===== src/rtl/grant_decoder.sv =====
// Registered 3-to-8 grant decoder with valid/ready acceptance, HOLD-cycle grant window and GAP idle spacing.
// Drives a one-hot or thermometer grant vector from an accepted priority-encoder index.
module grant_decoder #(
  parameter  int unsigned IN_W  = 3,
  parameter  int unsigned HOLD  = 4,
  parameter  int unsigned GAP   = 1,
  localparam int unsigned OUT_W = 2 ** IN_W
) (
  input  logic             clk,
  input  logic             rst_n,
  input  logic             en,
  input  logic             in_valid,
  input  logic [IN_W-1:0]  in_code,
  input  logic             in_mode,
  output logic             in_ready,
  output logic [OUT_W-1:0] out,
  output logic             out_valid,
  output logic             busy
);

  localparam int unsigned CNT_MAX = (HOLD > GAP) ? HOLD : GAP;
  localparam int unsigned CNT_W   = $clog2((CNT_MAX > 2) ? CNT_MAX : 2);

  typedef enum logic [1:0] {
    ST_IDLE   = 2'd0,
    ST_ACTIVE = 2'd1,
    ST_GAP    = 2'd2
  } state_e;

  state_e             state_q, state_d;
  logic [CNT_W-1:0]   cnt_q, cnt_d;
  logic [OUT_W-1:0]   out_q, out_d;
  logic               out_valid_q, out_valid_d;
  logic               busy_q, busy_d;
  logic               accept;

  // Bit i set when i equals the code (one-hot) or does not exceed it (thermometer).
  function automatic logic [OUT_W-1:0] decode(input logic [IN_W-1:0] code, input logic mode);
    logic [OUT_W-1:0] v;
    v = '0;
    for (int unsigned i = 0; i < OUT_W; i++) begin
      v[i] = mode ? (IN_W'(i) <= code) : (IN_W'(i) == code);
    end
    return v;
  endfunction

  assign in_ready = en && (state_q == ST_IDLE);
  assign accept   = in_valid && in_ready;

  // State register
  always_ff @(posedge clk or negedge rst_n) begin
    if (!rst_n) begin
      state_q     <= ST_IDLE;
      cnt_q       <= '0;
      out_q       <= '0;
      out_valid_q <= 1'b0;
      busy_q      <= 1'b0;
    end else begin
      state_q     <= state_d;
      cnt_q       <= cnt_d;
      out_q       <= out_d;
      out_valid_q <= out_valid_d;
      busy_q      <= busy_d;
    end
  end

  // Next-state and counter; dropping en aborts to IDLE from any state
  always_comb begin
    state_d = state_q;
    cnt_d   = cnt_q;
    if (!en) begin
      state_d = ST_IDLE;
      cnt_d   = '0;
    end else begin
      unique case (state_q)
        ST_IDLE: begin
          if (accept) begin
            state_d = ST_ACTIVE;
            cnt_d   = CNT_W'(HOLD - 1);
          end
        end
        ST_ACTIVE: begin
          if (cnt_q != '0) begin
            cnt_d = cnt_q - CNT_W'(1);
          end else if (GAP > 0) begin
            state_d = ST_GAP;
            cnt_d   = CNT_W'(GAP - 1);
          end else begin
            state_d = ST_IDLE;
            cnt_d   = '0;
          end
        end
        ST_GAP: begin
          if (cnt_q != '0) begin
            cnt_d = cnt_q - CNT_W'(1);
          end else begin
            state_d = ST_IDLE;
          end
        end
        default: begin
          state_d = ST_IDLE;
          cnt_d   = '0;
        end
      endcase
    end
  end

  // Registered outputs follow the next state; the code is captured only on accept
  always_comb begin
    out_d       = '0;
    out_valid_d = (state_d == ST_ACTIVE);
    busy_d      = (state_d != ST_IDLE);
    if (accept) begin
      out_d = decode(in_code, in_mode);
    end else if (state_d == ST_ACTIVE) begin
      out_d = out_q;
    end
  end

  assign out       = out_q;
  assign out_valid = out_valid_q;
  assign busy      = busy_q;

endmodule

===== config.mk =====
export PLATFORM = sky130hd
export DESIGN_NAME = grant_decoder
export DESIGN_NICKNAME = d
export VERILOG_FILES = /design/src/rtl/grant_decoder.sv
export SDC_FILE = /design/constraint.sdc
export NUM_CORES = 1
export LEC_CHECK = 0
export CAP_MARGIN = 20
export CORE_MARGIN = 5
export CORE_UTILIZATION = 32
export CTS_BUF_LIST = sky130_fd_sc_hd__clkbuf_4 sky130_fd_sc_hd__clkbuf_8
export CTS_CLUSTER_DIAMETER = 30
export CTS_CLUSTER_SIZE = 8
export DETAILED_ROUTE_END_ITERATION = 8
export PLACE_DENSITY = 0.53
export SLEW_MARGIN = 20
export SYNTH_ARGS = -nofsm -noshare
export SYNTH_HDL_FRONTEND = slang
export SYNTH_SLANG_ARGS = --single-unit

===== constraint.sdc =====
create_clock -name clk -period 2.93 [get_ports clk]
set_input_delay 0.879 -clock clk [delete_from_list [all_inputs] [get_ports clk]]
set_output_delay 0.879 -clock clk [all_outputs]
set_load 0.05 [all_outputs]

==> metrics.yaml <==
critical_path:
  critPathBufInv: 2
  path_max_fanout: 5
  reg2reg_from: "cnt_q[0]"
  cp-startpoint: "en"
  crit_required_ns: 2.05
  slowest_stage: "clkdlybuf4s50_1"
  cp-start-kind: "primary input"
  path_delay_family: "buffers and inverters"
  crit_arrival_ns: 1.90
  critPathKind: "in -> out"
  critical-path-max-stage-delay_ns: 0.54
  path_cells: "clkdlybuf4s50_1, nor3b_2, buf_12"
  worst_setup_path_end_kind: "output port"
timing:
  period_minus_slack_ns: 2.78
  rsz0062_at_grt: "false"
  drv_slew: 0
  relSlewSlack_pct: 58.0
  max_freq_mhz: 360
  tightest_slew_ns: 0.628
  period_share_pct: 94.8
  final_hold_viol_count: 0
  setup_viol: 0
  timing.hold.ws_ns: 0.492
  clock_skew_ns: 0.000865
  setup-tns-final_ns: 0
floorplanning:
  core-area_um2: 2210
  dieHeight_um: 58.3
  initial_core_util_pct: 33.7
  io_pins: 19
  rows: 17
  fp.dieW_um: 58.3
  dieArea_um2: 3400
routing:
  detail_route.first_pass.iterations: 4
  drt_iter0_drc: 9
  drtAntennaViolNets: 0
  drt-vias-per-instance: 4.84
  wl_per_cell_um: 12.2
  drc: 0
  dr_total_vias: 591
  wirelength_mm: 1.49
cts:
  htree_levels: 1
  holdBufCountCts: 0
  cts_tree: "done"
  clock-sinks: 14
  cts-resized-gates: 0
  post_cts_buffers: 0
  numCtsBuffers: 3
  cts_buffer_depth: 2
  clkTransAtPathRegs_ns: 0.08
  insertion_delay_ns: 0.27
  root_buffer: "clkbuf_4"
final_layout:
  stdcell_count: 122
  multi_input_area_um2: 340
  seqCellArea_um2: 350
  num-fill-cells: 235
  nets: 106
  diodes: 0
  drive_above_1_share_pct: 13.8
  area_growth_pct: 32.7
synth:
  syn_area_um2: 746
  syn-num-nets: 85
  synth_top_family_by_area: "compound AO/OA/AOI/OAI gates"
  synth_cell_type_count: 31
  muxShareOfSynthArea_pct: 2.85
  yosys_warnings: 0
  syn_inst: 74
  synthAdderAreaFrac_pct: 5.03
  synth_compound_area_share_pct: 19.5
  synth-xor-area-share_pct: 0
  ys_ff_latch: 14
  syn_area_per_cell_um2: 10.1
  seq_area_frac_synth_pct: 47.0
  synth-simple-area-share_pct: 18.3
grt:
  grt_pass1_vias: 579
  grt_max_degree: 15
  grt_use_total_pct: 10.1
  grt_pass1_wl_mm: 2.63
  antenna_found_initial: 0
  overflow: 0
pwr:
  p_leak_nw: 0.429
  ir_drop_uv: 300
  power.density_nw_per_um2: 514
outcome:
  status: "finished, final reports clean"
hold_path:
  hold_path.startpoint: "out[2]"
  hold_class: "reg -> reg"
job:
  maxCapViolCount: 0
placed_design:
  portBuffers: 18
  hpwlAfterDp_mm: 1.13
  place_inst: 118
  routabilityCongestion: 0.774
==> state kept, by name (all words and copies together) (netlist names) <==
signal and cells:
cnt_q 2, out_valid 1, out 8, busy 1
state_q 2
==> worst reg2reg max path, stage by stage, from the launching register on <==
cell      delay (ns)
dfrtp_1         0.41
inv_1           0.08
ha_1            0.32
nor4bb_1        0.30
buf_4           0.20
nand2_1         0.05
o21ai_0         0.07
==> synthesized netlist by cell type, drive strengths merged <==
library cell  count  area, um^2
dfrtp            14         350
nand2             8        30.0
o21ai             7        35.0
a21oi             6        33.8
inv               6        22.5
nor2              4        17.5
buf               3        27.5
ha                3        37.5
nor2b             3        18.8
a2111oi           2        23.8
a22o              2        17.5
a22oi             1        7.51
and4              1        8.76
clkbuf            1        5.00
mux2              1        11.3
mux2i             1        10.0
nand2b            1        6.26
nand3             1        5.00
nand3b            1        7.51
nor3              1        5.00
nor3b             1        12.5
nor4bb            1        10.0
o221a             1        11.3
o22ai             1        6.26
o311a             1        10.0
or2               1        6.26
or3b              1        8.76
==> final timing paths <==
| check | to | slack [ns] | cells past startpoint |
|---|---|---|---|
| max | in_ready | 0.15 | 3 |
| max reg2reg | out[4] | 1.41 | 6 |
| max in group asynchronous | out_valid | 1.54 | 1 |
| min reg2reg | out[2] | 0.49 | 2 |
| min in group asynchronous | out[3] | 0.99 | 1 |
| min | out[2] | 0.49 | 2 |
==> routing by layer <==
layer / track usage [%] / routed length (um) / up-vias / part of all wire, %
li1: - / - / 300 / -
met5: 0 / 0 / - / 0
met4: 4.97 / 11 / 0 / 0.74
met2: 15.2 / 640 / 17 / 43
met1: 12.7 / 731 / 272 / 49
met3: 3.56 / 110 / 2 / 7.4
==> power by group <==
part           internal, mW  switching, mW
Combinational        0.0616         0.0839
Clock                0.0755         0.0612
Sequential            0.208         0.0180
==> layout make-up <==
class,instances,share of cell area (%)
tap,28,3.54
sequential,14,35.4
timing repair buffer,20,20.7
inverter,6,2.28
multi-input combinational,50,34.4
clock buffer,4,3.67
==> cell families after synthesis <==
group                      count (synthesis)
buffers and inverters                     10
muxes                                      2
and+or+nand+nor                           24
DFF                                       14
adders and majority gates                  3
AOI/OAI and AO/OA                         21
==> per-stage QoR <==
step           util, %  power, mW  worst slack [ns]  instance area [um^2]
6_report          44.7      0.509             0.152                   990
3_5_place_dp      43.1      0.376             0.164                   953
4_1_cts           44.7      0.514             0.148                   990
3_3_place_gp      43.1      0.377             0.180                   953
5_1_grt           44.7      0.536            0.0882                   990
2_1_floorplan        -      0.325             0.448                   746
==> layout by cell type (no fill, tap or decap), drive strengths merged <==
cell / Yosys / layout
nor3: 1 / 1
nand3b: 1 / 1
buf: 3 / 3
nand2: 8 / 8
a22oi: 1 / 1
nor3b: 1 / 1
mux2i: 1 / 1
dfrtp: 14 / 14
nand3: 1 / 1
clkbuf: 1 / 4
nor2b: 3 / 3
o22ai: 1 / 1
or2: 1 / 1
nand2b: 1 / 1
a22o: 2 / 2
o21ai: 7 / 7
o221a: 1 / 1
a2111oi: 2 / 2
clkdlybuf4s50: 0 / 17
and4: 1 / 1
mux2: 1 / 1
a21oi: 6 / 6
ha: 3 / 3
nor2: 4 / 4
o311a: 1 / 1
nor4bb: 1 / 1
inv: 6 / 6
or3b: 1 / 1
Note: power is estimated with default switching activity, not from simulation.
